===== config.mk =====
export PLATFORM = sky130hd
export DESIGN_NAME = time_entry_loader_flat
export DESIGN_NICKNAME = d
export VERILOG_FILES = /design/src/rtl/time_entry_loader_pkg.sv /design/src/rtl/time_entry_loader_if.sv /design/src/rtl/time_entry_loader_bcd_entry_shift.sv /design/src/rtl/time_entry_loader.sv /design/src/flat_wrapper.sv
export SDC_FILE = /design/constraint.sdc
export NUM_CORES = 1
export LEC_CHECK = 0
export ABC_AREA = 1
export ABC_CLOCK_PERIOD_IN_PS = 1800
export BUFFER_PORTS_ARGS = -buffer_cell sky130_fd_sc_hd__buf_2
export CORE_MARGIN = 3
export CORE_UTILIZATION = 28
export DETAILED_ROUTE_END_ITERATION = 8
export GPL_TIMING_DRIVEN = 0
export PLACE_DENSITY = 0.47
export SETUP_SLACK_MARGIN = 0.3
export SYNTH_ARGS = -nofsm -noshare
export SYNTH_HDL_FRONTEND = slang
export SYNTH_SLANG_ARGS = --single-unit

===== constraint.sdc =====
create_clock -name clk -period 1.8 [get_ports clk]
set_input_delay 0.09 -clock clk [delete_from_list [all_inputs] [get_ports clk]]
set_output_delay 0.09 -clock clk [all_outputs]
set_load 0.01 [all_outputs]

===== src/rtl/time_entry_loader_pkg.sv =====
// Shared definitions for the microwave MM:SS time-entry loader:
// FSM state encodings, BCD widths and packed-digit field offsets.
package time_entry_loader_pkg;

    typedef enum logic [2:0] {
        ST_IDLE  = 3'd0,
        ST_ENTRY = 3'd1,
        ST_LOAD  = 3'd2,
        ST_RUN   = 3'd3,
        ST_DONE  = 3'd4
    } state_t;

    localparam int BCD_W            = 4;
    localparam int BCD_MAX          = 9;
    localparam int SEC_TENS_MAX_DEF = 5;
    localparam int NUM_DIGITS       = 4;
    localparam int DIGITS_W         = NUM_DIGITS * BCD_W;
    localparam int COUNT_W          = 3;

    // Digit slots inside the packed {min_tens,min_ones,sec_tens,sec_ones} word
    localparam int SEC_ONES_IDX = 0;
    localparam int SEC_TENS_IDX = 1;
    localparam int MIN_ONES_IDX = 2;
    localparam int MIN_TENS_IDX = 3;

    function automatic logic [BCD_W-1:0] get_digit(input logic [DIGITS_W-1:0] d,
                                                   input int idx);
        return d[idx*BCD_W +: BCD_W];
    endfunction

endpackage


===== src/rtl/time_entry_loader_if.sv =====
// Keypad-side and timer-chain-side signals of the time-entry loader.
// The loader itself uses the slave view; the driver of keys/timer_zero uses master.
interface time_entry_loader_if;
    import time_entry_loader_pkg::*;

    logic                 key_valid;
    logic [BCD_W-1:0]     key_code;
    logic                 start;
    logic                 cancel;
    logic                 timer_zero;
    logic [DIGITS_W-1:0]  timer_digits;
    logic                 timer_load;
    logic                 timer_clear;
    logic                 timer_stop;
    logic [COUNT_W-1:0]   entry_count;
    logic                 err_o;
    logic                 done_o;

    modport master (
        output key_valid, key_code, start, cancel, timer_zero,
        input  timer_digits, timer_load, timer_clear, timer_stop,
               entry_count, err_o, done_o
    );

    modport slave (
        input  key_valid, key_code, start, cancel, timer_zero,
        output timer_digits, timer_load, timer_clear, timer_stop,
               entry_count, err_o, done_o
    );

endinterface


===== src/rtl/time_entry_loader_bcd_entry_shift.sv =====
// Four-digit BCD entry buffer: new digits enter at sec_ones and push the
// others left; the digit count saturates and then further keys are ignored.
module bcd_entry_shift
    import time_entry_loader_pkg::*;
#(
    parameter int MAX_DIGITS = 4
) (
    input  logic                clk,
    input  logic                clear,
    input  logic                clr,
    input  logic                shift_req,
    input  logic [BCD_W-1:0]    key_code,
    output logic                key_ok,
    output logic [DIGITS_W-1:0] digits,
    output logic [COUNT_W-1:0]  count
);

    logic [DIGITS_W-1:0] digits_reg;
    logic [DIGITS_W-1:0] digits_next;
    logic [COUNT_W-1:0]  count_reg;
    logic                accept;

    assign key_ok = (key_code <= BCD_W'(BCD_MAX));
    assign accept = shift_req && key_ok && (count_reg < COUNT_W'(MAX_DIGITS));

    // Whole-digit shift: each slot takes its lower neighbour, no binary carry
    generate
        for (genvar gi = 0; gi < NUM_DIGITS; gi++) begin : g_shift
            if (gi == 0) begin : g_lsb
                assign digits_next[gi*BCD_W +: BCD_W] = key_code;
            end else begin : g_upper
                assign digits_next[gi*BCD_W +: BCD_W] = digits_reg[(gi-1)*BCD_W +: BCD_W];
            end
        end
    endgenerate

    always_ff @(posedge clk or posedge clear) begin
        if (clear) begin
            digits_reg <= '0;
            count_reg  <= '0;
        end else if (clr) begin
            digits_reg <= '0;
            count_reg  <= '0;
        end else if (accept) begin
            digits_reg <= digits_next;
            count_reg  <= count_reg + COUNT_W'(1);
        end
    end

    assign digits = digits_reg;
    assign count  = count_reg;

endmodule


===== src/rtl/time_entry_loader.sv =====
// Keypad-side writer for the MM:SS down-counter chain: collects digits,
// validates them on start, pulses a parallel load, runs and detects expiry.
module time_entry_loader
    import time_entry_loader_pkg::*;
#(
    parameter int MAX_DIGITS   = 4,
    parameter int SEC_TENS_MAX = SEC_TENS_MAX_DEF,
    parameter int DONE_CYCLES  = 3
) (
    input  logic                 clk,
    input  logic                 clear,
    time_entry_loader_if.slave   bus
);

    localparam int DCW = (DONE_CYCLES > 1) ? $clog2(DONE_CYCLES) : 1;
    localparam logic [DCW-1:0]   DONE_LAST    = DCW'(DONE_CYCLES - 1);
    localparam logic [BCD_W-1:0] SEC_TENS_LIM = BCD_W'(SEC_TENS_MAX);

    state_t              state_reg, state_next;
    logic                run_first_reg;
    logic [DCW-1:0]      done_cnt_reg;
    logic                err_reg, err_next;
    logic                tclr_reg, tclr_next;
    logic                buf_clr;
    logic                key_req;
    logic                key_ok;
    logic                start_bad;
    logic [DIGITS_W-1:0] digits;
    logic [COUNT_W-1:0]  count;

    bcd_entry_shift #(
        .MAX_DIGITS (MAX_DIGITS)
    ) u_shift (
        .clk       (clk),
        .clear     (clear),
        .clr       (buf_clr),
        .shift_req (key_req),
        .key_code  (bus.key_code),
        .key_ok    (key_ok),
        .digits    (digits),
        .count     (count)
    );

    assign start_bad = (get_digit(digits, SEC_TENS_IDX) > SEC_TENS_LIM) || (digits == '0);

    always_comb begin
        state_next = state_reg;
        buf_clr    = 1'b0;
        key_req    = 1'b0;
        err_next   = 1'b0;
        tclr_next  = 1'b0;
        if (bus.cancel) begin
            state_next = ST_IDLE;
            buf_clr    = 1'b1;
            tclr_next  = (state_reg == ST_LOAD) || (state_reg == ST_RUN) ||
                         (state_reg == ST_DONE);
        end else begin
            case (state_reg)
                ST_IDLE: begin
                    // start here has an empty buffer: ignored, and any key with it is dropped
                    if (!bus.start && bus.key_valid && key_ok) begin
                        key_req    = 1'b1;
                        state_next = ST_ENTRY;
                    end
                end
                ST_ENTRY: begin
                    if (bus.start) begin
                        if (start_bad) begin
                            err_next   = 1'b1;
                            buf_clr    = 1'b1;
                            state_next = ST_IDLE;
                        end else begin
                            state_next = ST_LOAD;
                        end
                    end else if (bus.key_valid) begin
                        key_req = 1'b1;
                    end
                end
                ST_LOAD: state_next = ST_RUN;
                ST_RUN: begin
                    // Chain value only lands at the LOAD edge, so skip the first RUN cycle
                    if (!run_first_reg && bus.timer_zero) begin
                        state_next = ST_DONE;
                    end
                end
                ST_DONE: begin
                    if (done_cnt_reg == DONE_LAST) begin
                        state_next = ST_IDLE;
                        buf_clr    = 1'b1;
                    end
                end
                default: state_next = ST_IDLE;
            endcase
        end
    end

    always_ff @(posedge clk or posedge clear) begin
        if (clear) begin
            state_reg     <= ST_IDLE;
            run_first_reg <= 1'b0;
            done_cnt_reg  <= '0;
            err_reg       <= 1'b0;
            tclr_reg      <= 1'b0;
        end else begin
            state_reg     <= state_next;
            run_first_reg <= (state_reg == ST_LOAD);
            done_cnt_reg  <= (state_reg == ST_DONE) ? done_cnt_reg + DCW'(1) : '0;
            err_reg       <= err_next;
            tclr_reg      <= tclr_next;
        end
    end

    assign bus.timer_digits = digits;
    assign bus.entry_count  = count;
    assign bus.timer_load   = (state_reg == ST_LOAD);
    assign bus.timer_stop   = (state_reg != ST_RUN);
    assign bus.timer_clear  = tclr_reg;
    assign bus.err_o        = err_reg;
    assign bus.done_o       = (state_reg == ST_DONE);

endmodule


===== src/flat_wrapper.sv =====
// flat-port wrapper written by rule: the top's interface ports become plain ports
module time_entry_loader_flat import time_entry_loader_pkg::*;
#(
    parameter int MAX_DIGITS   = 4,
    parameter int SEC_TENS_MAX = SEC_TENS_MAX_DEF,
    parameter int DONE_CYCLES  = 3
)
  (clk, clear, bus_key_valid, bus_key_code, bus_start, bus_cancel, bus_timer_zero, bus_timer_digits, bus_timer_load, bus_timer_clear, bus_timer_stop, bus_entry_count, bus_err_o, bus_done_o);
  time_entry_loader_if bus_i ();
  input  logic clk;
  input  logic clear;
  input wire logic [$bits(bus_i.key_valid)-1:0] bus_key_valid;
  input wire logic [$bits(bus_i.key_code)-1:0] bus_key_code;
  input wire logic [$bits(bus_i.start)-1:0] bus_start;
  input wire logic [$bits(bus_i.cancel)-1:0] bus_cancel;
  input wire logic [$bits(bus_i.timer_zero)-1:0] bus_timer_zero;
  output wire logic [$bits(bus_i.timer_digits)-1:0] bus_timer_digits;
  output wire logic [$bits(bus_i.timer_load)-1:0] bus_timer_load;
  output wire logic [$bits(bus_i.timer_clear)-1:0] bus_timer_clear;
  output wire logic [$bits(bus_i.timer_stop)-1:0] bus_timer_stop;
  output wire logic [$bits(bus_i.entry_count)-1:0] bus_entry_count;
  output wire logic [$bits(bus_i.err_o)-1:0] bus_err_o;
  output wire logic [$bits(bus_i.done_o)-1:0] bus_done_o;
  assign bus_i.key_valid = bus_key_valid;
  assign bus_i.key_code = bus_key_code;
  assign bus_i.start = bus_start;
  assign bus_i.cancel = bus_cancel;
  assign bus_i.timer_zero = bus_timer_zero;
  assign bus_timer_digits = bus_i.timer_digits;
  assign bus_timer_load = bus_i.timer_load;
  assign bus_timer_clear = bus_i.timer_clear;
  assign bus_timer_stop = bus_i.timer_stop;
  assign bus_entry_count = bus_i.entry_count;
  assign bus_err_o = bus_i.err_o;
  assign bus_done_o = bus_i.done_o;
  time_entry_loader #(.MAX_DIGITS(MAX_DIGITS), .SEC_TENS_MAX(SEC_TENS_MAX), .DONE_CYCLES(DONE_CYCLES)) u_core (.clk(clk), .clear(clear), .bus(bus_i));
endmodule

==> results summary, run 1 <==
The flow ran to the end, and the final reports show no timing, DRC or antenna violations. The count of input and output buffers is 33. The number of global-route vias before repair came out at 1188. On the critical path, the stage with the largest delay is an instance of sky130_fd_sc_hd__dfrtp_2. The largest fanout on the critical path came out at 5.

Averaged over all synthesized cells, the footprint is 8.11 µm². The clock skew after layout is 0.00546 ns. The detail route stage leaves a number of antenna-violating nets equal to 0. The post-synth net total is 174. The min-delay analysis places its worst path in the category input port to register. The post-place instance area is 1540 µm². Cells with a size suffix above 1 make up 35.2% of the layout. Setup repair after global routing could not meet its margin everywhere. For this run, the register share of the synthesized area comes to 51.4%.

The post-CTS clock slew at the launch and capture registers of the worst setup and hold paths came out at 0.09 ns. The total negative setup slack came out at 0 ns. In this run the number of H-tree levels came out at 1.

In this run the vertical extent of the chip is 74.5 µm. Routability-driven placement finished with a final weighted congestion of 0.894. The aggregate global-route resource usage came out at 13.0%. Synthesis produced 162 cells. The sum of net half-perimeters after detailed placement came out at 2430 µm. The worst setup path is of the register to register kind.

Yosys printed 0 warnings. By count the netlist is led by sky130_fd_sc_hd__nand2_1 (46), sky130_fd_sc_hd__dfrtp_1 (27), sky130_fd_sc_hd__nand4_1 (18), sky130_fd_sc_hd__nor2_1 (18), sky130_fd_sc_hd__a21oi_1 (12). The total of hold buffers inserted after clock tree synthesis is 0. The area of the core came out at 4440 µm².

The cell area that synthesis handed to floorplanning was 1310 µm². The arrival time of the worst setup path came out at 1.70 ns. The synthesized design spends more area on one cell type than any other, namely sky130_fd_sc_hd__dfrtp_1.

The routed layout has 1264 vias. The register with the most flip-flops in the layout has 16 of them. Data on the critical path is required at its endpoint by 2.02 ns. For this block, the initial DRC count from the detailed router was 82. The number of vias per cell is 4.82. The number of CTS-inserted buffers is 3. CTS placed an instance of sky130_fd_sc_hd__clkbuf_8 at the clock tree root. The netlist uses 21 different library cells. Yosys mapped a number of flops with a built-in enable equal to 0. The maximum number of pins on one net before global-route repair is 28. The post-route cell area came out at 1780 µm².

TritonCTS built the clock tree. The critical path goes through buf_4 > nor3_4 > nand2_1 > nand2_2 > nand3_4 > buf_8 > or2_0 > nand2_1. The max capacitance violation total is 0.

The full die area is 5550 µm². The source-to-sink clock delay at the later pin of the worst-skew pair is 0.27 ns. The total wire length is 3550 µm. The post-synthesis async set-or-reset flop share came out at 100%.

The count of pins on the block boundary came out at 34. The area growth from synthesis to layout is 35.3%. The leakage power of the design came out at 0.000945 µW.

The post-route fraction of the period consumed by the critical path came out at 82.3%. The worst IR drop on VDD is 260 µV. Counting along the longest clock path gives a buffer depth of 2. The worst setup path is captured at a register. The count of final hold-check violations came out at 0. The number of detailed-route iterations in the first pass came out at 4. The delay contributed by the slowest stage of the critical path is 0.45 ns. The average wire length per cell after detail routing came out at 13.5 µm. The effective utilization at floorplan is 29.6%. The global-route wire length before repair came out at 5620 µm. The total number of clock tree sinks came out at 27. The time the final worst path needs with I/O delays and setup is 1.48 ns. The DRC violations left came out at 0. The overall power of the completed layout is 1400 µW. The final number of max-transition violations came out at 0.

The site row count came out at 24. The final setup violation count is 0. In the synthesized netlist the dominant register cell turns out to be sky130_fd_sc_hd__dfrtp_1.

The remaining max-slew budget at the tightest pin is 29.8%. Measured along the x axis, the die boundary spans 74.5 µm. The total overflow reported by the global router is 0. The number of antenna violations at the first check in global routing was 0. STA classifies the critical path startpoint as a register. The total number of nets in the final design came out at 223. Among the stages of the critical path, the cell type that occurs most often is sky130_fd_sc_hd__nand2_1. The most common cell in the synthesized netlist is sky130_fd_sc_hd__nand2_1.

The antenna cell count is 0. The highest clock rate came out at 675 MHz. The transition time of the tightest slew-check pin is 1.05 ns.

After synthesis, the cell types taking the most area are sky130_fd_sc_hd__dfrtp_1 (51%), sky130_fd_sc_hd__nand2_1 (13%), sky130_fd_sc_hd__nand4_1 (8.6%). The power per unit of standard cell area is 787 nW/µm². The flip-flop and latch count after synthesis is 27. Summed over its instances, the top area cell type makes up 51.4% of the synthesized netlist area.
-- worst max-delay path: cells and delay by family, from the launching register on --
| family | cells | cell delay [ns] |
|---|---|---|
| flops | 1 | 0.45 |
| simple gates | 6 | 0.68 |
| buf+inv | 2 | 0.30 |
-- routing by layer --
| layer | up-vias | routed length (µm) | track usage, % |
|---|---|---|---|
| met5 | - | 0 | 0 |
| met4 | 0 | 61 | 5.53 |
| met3 | 5 | 112 | 1.49 |
| met2 | 29 | 1660 | 20.0 |
| met1 | 601 | 1710 | 18.5 |
| li1 | 629 | - | - |
-- layout by cell type, fill, tap and decap left out, drive strengths merged --
cell	Yosys	layout
o21bai	1	1
dfrtp	27	27
nor3	4	4
or2	1	1
nand2	47	47
nand3	7	7
clkbuf	4	7
nand4	18	18
nor2	18	18
buf	2	46
a21oi	12	12
ha	2	2
o21ai	4	4
and2	1	1
clkinvlp	0	1
inv	14	14
-- report_power, final --
group / leakage, µW / switching [µW] / internal, µW
clock network: 0.0000228 / 193 / 159
logic: 0.000554 / 220 / 134
registers: 0.000368 / 51.6 / 641
-- worst paths after layout --
check	from	end	slack [ns]	cells past startpoint
worst max-delay path	u_core.state_reg[2]$_DFFE_PP0P_	u_core.u_shift.count[0]$_DFFE_PP0P_	0.32	8
worst min-delay path	bus_cancel	u_core.bus.err_o$_DFF_PP0_	0.02	2
worst max register to register	u_core.state_reg[2]$_DFFE_PP0P_	u_core.u_shift.count[0]$_DFFE_PP0P_	0.32	8
worst min register to register	u_core.done_cnt_reg[0]$_DFF_PP0_	u_core.done_cnt_reg[0]$_DFF_PP0_	0.44	1
max in group asynchronous	clear	u_core.u_shift.digits[7]$_DFFE_PP0P_	1.03	2
min in group asynchronous	clear	u_core.u_shift.digits[2]$_DFFE_PP0P_	0.06	2
-- logic make-up after synthesis --
kind of cell | synth area share (%)
adders and majority gates | 1.90
AOI/OAI and AO/OA | 6.67
and+or+nand+nor | 33.6
DFF | 51.4
buffers and inverters | 6.38
-- final cells by class --
cell class,instances,area (µm²)
fill,488,2670
buffer,6,45.0
inverter,14,55.1
multi-input combinational,115,622
timing repair inverter,1,7.51
timing repair buffer,43,258
clock buffer,4,45.0
sequential,27,681
tap,52,65.1
-- stage by stage --
step / instances / hold slack (ns) / setup slack [ns] / utilization (%)
final: 262 / 0.0169 / 0.319 / 40.0
after global routing: 262 / 0.0200 / 0.216 / 40.0
after CTS: 251 / 0.00291 / 0.305 / 36.1
after detailed placement: 247 / 0.307 / 0.206 / 34.7
after global placement: 247 / 0.307 / 0.258 / 34.7
after floorplan: 162 / 0.143 / 0.407 / -
-- timing repair --
action                     in CTS  in global routing
setup endpoints to repair      19                 20
cloned                          0                  2
gates resized for setup         6                 24
pin swaps                       0                 11
setup buffers                   0                  9
No activity file was read; power rests on OpenSTA's default activity.
==> run 2, diff against run 1 <==
- ABC_CLOCK_PERIOD_IN_PS: 1800 -> 1500
- clock period: 1.8 -> 1.5 ns (I/O delays scaled with it)
==> results summary, run 2 (same netlist as run 1, synthesis figures left out) <==
34 I/O pins were placed. The total number of clock tree sinks is 27. The final number of max-transition violations is 0. The count of final hold-check violations was 0.

The sum of net half-perimeters after detailed placement came out at 2440 µm. Setup violations remaining at the end of the flow were counted as 0. The overall power of the completed layout is 1860 µW.

The floorplan step defined a die boundary enclosing 5550 µm². The arrival time of the worst setup path is 1.66 ns. The final worst setup slack came out at 0.0573 ns. The worst IR drop on VDD is 376 µV. The delay contributed by the slowest stage of the critical path is 0.50 ns.

After detailed routing, the number of vias per cell comes to 5.01. After detailed routing, the average wire length per cell comes to 13.8 µm. The slowest stage of the critical path is the sky130_fd_sc_hd__dfrtp_2 cell. The clock skew after layout came out at 0.0103 ns. The remaining max-slew budget at the tightest pin is 28.9%. The final estimated routing congestion in global placement is 0.878. The flow ran to the end, and the final reports show no timing, DRC or antenna violations. The maximum number of pins on one net before global-route repair is 28. For the worst flop-to-flop path, the logic depth is 7. The family of cells with the greatest summed delay on the critical path is simple AND/OR/NAND/NOR gates. The power per unit of standard cell area is 993 nW/µm². In the layout the commonest cells are sky130_fd_sc_hd__nand2_1 (41), sky130_fd_sc_hd__buf_2 (32), sky130_fd_sc_hd__dfrtp_1 (23), sky130_fd_sc_hd__nand4_1 (18), sky130_fd_sc_hd__nor2_1 (15). The number of cells on the worst hold path came out at 3. The root buffer selected by CTS is sky130_fd_sc_hd__clkbuf_8.

The number of global-route vias before repair came out at 1284. The total number of nets in the final design is 228. The source-to-sink clock delay at the later pin of the worst-skew pair came out at 0.28 ns. The time the final worst path needs with I/O delays and setup is 1.44 ns. Max-cap violations in this run came to 0. Setup repair after global routing could not meet its margin everywhere. The highest clock rate came out at 693 MHz. The post-CTS clock slew at the launch and capture registers of the worst setup and hold paths is 0.11 ns. The critical setup path kind is register to register. The final critical path takes up 96.2% of the cycle. The antenna cell count is 0.

The longest clock path from root to sink contains 2 buffers. The leakage power of the design is 0.000977 µW. The combined buffer and inverter count along the critical path came out at 1. STA classifies the critical path endpoint as a register. TritonCTS created 3 clock buffers. The aggregate global-route resource usage is 14.0%. The critical path goes through nor3_4 > nand2_1 > nand2_2 > nand3_2 > buf_6 > or2_0 > nand2_1. Along the worst path, the maximum fanout reaches 10. The final-layout worst hold slack came out at 0.00495 ns. The total stage count of the critical path is 7. The die boundary width is 74.5 µm.

Buffers placed on the I/O ports in this run total 33. The number of antenna violations at the first check in global routing is 0. The initial utilization of the core area, before any placement, comes to 29.6%. Counting stages on the worst path, the most repeated cell is sky130_fd_sc_hd__nand2_1. The first global-routing pass estimated 5980 µm of wire. TritonCTS built the clock tree. In this run the number of H-tree levels came out at 1.

The pre-CTS worst setup slack is 0.0227 ns. In the routed design, unresolved DRC markers number 0. The post-route core utilization came out at 42.1%. For this run the aggregate overflow at the end of global routing stands at 0. The number of DRC markers in iteration 0 came out at 97. The commonest non-fill, non-tap cell in the layout is sky130_fd_sc_hd__nand2_1. The die boundary height is 74.5 µm. The worst min-delay path class is input port to register.

The area overhead of the layout relative to synthesis is 42.3%. The number of flip-flops in the largest register came out at 16. The total wire length came out at 3690 µm. The number of antenna-violating nets in the routed design is 0. The floorplan step defined a core boundary enclosing 4440 µm². The startpoint class of the critical path is a register. The total negative setup slack is 0 ns. The transition time of the tightest slew-check pin came out at 1.07 ns. The first TritonRoute pass finished after 4 iterations.

The layout cell share with drive strength beyond 1 came out at 40.5%. The routed layout has 1337 vias. The site row count is 24. The required time of the worst setup path came out at 1.72 ns.
run 2: changes by cell type in the layout (fill, tap and decap cells not counted), sizes merged:
cell / delta
buf: +2
clkbuf: +1
dlygate4sd3: +1
nand2: +1
run 2: layout make-up:
type                    count  area (µm²)
inverters                  14        57.6
clock buffers               3        41.3
well taps                  52        65.1
repair buffers             48         313
multi-input cells         116         657
clock inverters             1        7.51
plain buffers               6        47.5
fillers                   455        2570
flip-flops and latches     27         681
run 2: routing by layer:
metal	wire [µm]	up-vias	global-route usage (%)	share of wire, %
met3	216	4	1.62	5.9
met1	1620	649	19.2	44
met4	34	0	4.35	0.92
li1	-	641	-	-
met5	0	-	0	0
met2	1820	43	22.9	49
run 2: what timing repair did:
action,in CTS,in global routing
hold endpoints to repair,1,0
gates cloned,2,0
setup buffers,12,1
pin swaps,8,4
gates resized for setup,20,9
setup endpoints to repair,25,27
hold buffers,1,0
run 2: stage by stage:
stage	cells	area, µm²
after global placement	247	1580
after global routing	267	1870
after CTS	266	1820
final	267	1870
after floorplan	162	1350
after detailed placement	247	1580
run 2: power breakdown:
part	internal (µW)	leakage (µW)	switching (µW)
logic	275	0.000587	311
registers	769	0.000368	59.4
clock network	189	0.0000217	252
total	1230	0.000977	623
run 2: worst min-delay path: stages:
cell	delay, ns
sky130_fd_sc_hd__buf_2	0.09
sky130_fd_sc_hd__nand2_1	0.05
sky130_fd_sc_hd__nand2_1	0.05
run 2: path summary, 6_finish.rpt:
| path | from | slack, ns | to |
|---|---|---|---|
| min in group asynchronous | clear | 0.04 | u_core.u_shift.digits[14]$_DFFE_PP0P_ |
| max in group asynchronous | clear | 0.74 | u_core.state_reg[1]$_DFFE_PP0P_ |
| max reg2reg | u_core.state_reg[1]$_DFFE_PP0P_ | 0.06 | u_core.u_shift.count[0]$_DFFE_PP0P_ |
| min reg2reg | u_core.done_cnt_reg[0]$_DFF_PP0_ | 0.44 | u_core.done_cnt_reg[0]$_DFF_PP0_ |
| max | u_core.state_reg[1]$_DFFE_PP0P_ | 0.06 | u_core.u_shift.count[0]$_DFFE_PP0P_ |
| min | bus_key_code[2] | 0.005 | u_core.u_shift.digits[2]$_DFFE_PP0P_ |
==> run 3, diff against run 2 <==
- CORE_UTILIZATION: 28 -> 45
- PLACE_DENSITY: 0.47 -> 0.69
==> results summary, run 3 (same netlist as run 1, synthesis figures left out) <==
The worst hold path belongs to the class input port to async pin. The tool flagged a number of max-cap violations equal to 0. STA puts the critical path data arrival time at 1.73 ns. The total length of routed met3 wires is 202 µm. The flow ran to the end, but the final reports show violations. Summed over all layers, the routed wires come to 3630 µm. The die boundary height came out at 60.0 µm. The maximum number of pins on one net before global-route repair came out at 28. The final number of max-transition violations was 0. The combinational share of power came out at 37.6%.

The number of cells in the design after placement is 225. The worst IR drop on VDD came out at 711 µV. The startpoint class of the critical path is a register. Among cell families on the critical path, the largest total delay comes from simple AND/OR/NAND/NOR gates. Leaving out fill and tap cells, the most frequent cell in the layout is sky130_fd_sc_hd__nand2_1. The layout cell share with drive strength beyond 1 is 41.6%. The number of clock buffers added by TritonCTS is 3. The antenna cell count came out at 0. The time the final worst path needs with I/O delays and setup came out at 1.46 ns. The die covers 3600 µm². The count of input and output buffers came out at 33. The average wire length per cell after detail routing came out at 14.5 µm. The area overhead of the layout relative to synthesis is 43.0%. The total overflow reported by the global router is 0. The clock share of power came out at 17.7%. The area of the core came out at 2610 µm². The number of vias in the routed layout came out at 1380.

The largest fanout on the critical path came out at 10. The power per unit of standard cell area is 972 nW/µm². The post-route non-filler standard cell count came out at 251. The source-to-sink clock delay at the later pin of the worst-skew pair came out at 0.33 ns. The required time of the worst setup path came out at 1.77 ns. The number of antenna violations at the first check in global routing is 0.

Headroom to the max-slew limit came out at 32.6%. The cell that appears most often on the critical path is sky130_fd_sc_hd__nand2_1. In the final design database the tool counted 234 nets. The overall power of the completed layout came out at 1830 µW. The number of flip-flops in the largest register is 16. The signal on the critical path passes through nor3_4 > nand2_1 > nand2_2 > nand3_2 > buf_6 > or2_0 > nand2_1. The cell type of the slowest stage on the worst timing path is sky130_fd_sc_hd__dfrtp_2. The number of detailed-route iterations in the first pass came out at 4.

The routed metal-1 wire length is 1580 µm. The site row count is 18. The count of pins on the block boundary came out at 34.

The final reports fail on negative hold slack. For the pin with the worst max-slew slack, the measured transition is 1.01 ns. The post-route fraction of the period consumed by the critical path came out at 97.2%. Counting both buffers and inverters, the worst setup path holds a total of 1. The aggregate global-route resource usage came out at 19.9%. The switching share of total power came out at 34.4%. The post-place instance area came out at 1550 µm². The number of DRC markers in iteration 0 is 53.

The total number of H-tree levels came out at 1. The DRC violations left came out at 0. The final estimated routing congestion in global placement is 0.761. The count of final hold-check violations was 27. From left edge to right edge, the die measures 60.0 µm.

The total number of clock tree sinks is 27. The post-route cell area came out at 1880 µm². The delay contributed by the slowest stage of the critical path came out at 0.47 ns. Once the floorplan was initialized, standard cells occupied 50.3% of the core. The number of global-route vias before repair is 1189.

The maximum clock insertion buffer count is 2. The net switching power of the design came out at 629 µW. The library cells used most frequently in the layout, excluding fill and tap cells, are sky130_fd_sc_hd__nand2_1 (41), sky130_fd_sc_hd__buf_2 (32), sky130_fd_sc_hd__dfrtp_1 (22), sky130_fd_sc_hd__nand4_1 (18), sky130_fd_sc_hd__buf_4 (17). The sum of net half-perimeters after detailed placement came out at 2250 µm. Setup repair after global routing could not meet its margin everywhere. The post-route core utilization is 71.9%.

The clock arrives with 0.00829 ns of skew. The routed wire length on met2 is 1790 µm. The total internal power is 1200 µW. The fill cell instance count of the final layout is 206.

The first global-routing pass estimated 5460 µm of wire. The final setup violation count came out at 0. The worst setup path is captured at a register. In this run, flip-flops and latches consume 44.6% of the power. Routed signal wires occupy layers up through met4.

The clock tree from TritonCTS is built. The leakage power of the design is 0.000991 µW. The critical path is of the register to register type. Derived from the worst setup path, the maximum achievable clock frequency is 686 MHz. The number of antenna-violating nets in the routed design came out at 0. The final-layout worst hold slack is -0.0433 ns. The number of vias per cell came out at 5.50.

The root buffer selected by CTS is sky130_fd_sc_hd__clkbuf_4. The post-CTS clock slew at the launch and capture registers of the worst setup and hold paths is 0.15 ns.
[run 3: cell type report]
cell class                      count  area, µm²  area share (%)
Clock buffer                        4       26.3            1.40
Buffer                              6       48.8            2.60
Multi-Input combinational cell    116        664            35.4
Timing Repair Buffer               54        360            19.2
Sequential cell                    27        682            36.3
Inverter                           14       60.1            3.20
Tap cell                           30       37.5            2.00
[run 3: timing repair]
item,CTS,global route
pin swaps,1,13
hold endpoints to repair,4,0
resized for setup,8,28
endpoints found under the setup margin,26,26
hold buffers,4,0
gates cloned,0,2
setup buffers,6,10
[run 3: per-layer routing]
layer / vias to the layer above / global-route usage, %
met3: 8 / 3.24
li1: 659 / -
met2: 49 / 32.9
met1: 664 / 27.0
met4: 0 / 5.06
met5: - / 0
[run 3: power groups by stage]
stage / sequential, µW / clock (µW) / combinational, µW
after detailed placement: 839 / 0 / 366
after CTS: 811 / 323 / 435
after floorplan: 839 / 0 / 261
after global placement: 837 / 0 / 361
final: 815 / 324 / 687
after global routing: 823 / 353 / 743
[run 3: path summary, 6_finish.rpt]
path / endpoint / from / depth (start not counted) / slack, ns
worst max-delay path: u_core.u_shift.count[0]$_DFFE_PP0P_ / u_core.state_reg[2]$_DFFE_PP0P_ / 7 / 0.04
worst min-delay path: u_core.state_reg[0]$_DFFE_PP0P_ / clear / 2 / -0.04
worst max register to register: u_core.u_shift.count[0]$_DFFE_PP0P_ / u_core.state_reg[2]$_DFFE_PP0P_ / 7 / 0.04
worst min register to register: u_core.done_cnt_reg[0]$_DFF_PP0_ / u_core.done_cnt_reg[0]$_DFF_PP0_ / 1 / 0.43
max in group asynchronous: u_core.u_shift.digits[5]$_DFFE_PP0P_ / clear / 2 / 0.87
min in group clk: u_core.u_shift.digits[0]$_DFFE_PP0P_ / bus_key_code[0] / 3 / 0
[run 3: metrics by stage]
stage / worst slack [ns] / hold WS, ns / setup TNS (ns)
after floorplan: 0.182 / 0.128 / 0
after global placement: 0.0477 / 0.287 / 0
after detailed placement: -0.00681 / 0.286 / -0.00681
after CTS: 0.0554 / 0.00525 / 0
after global routing: -0.0288 / 0.0120 / -0.0367
final: 0.0422 / -0.0433 / 0
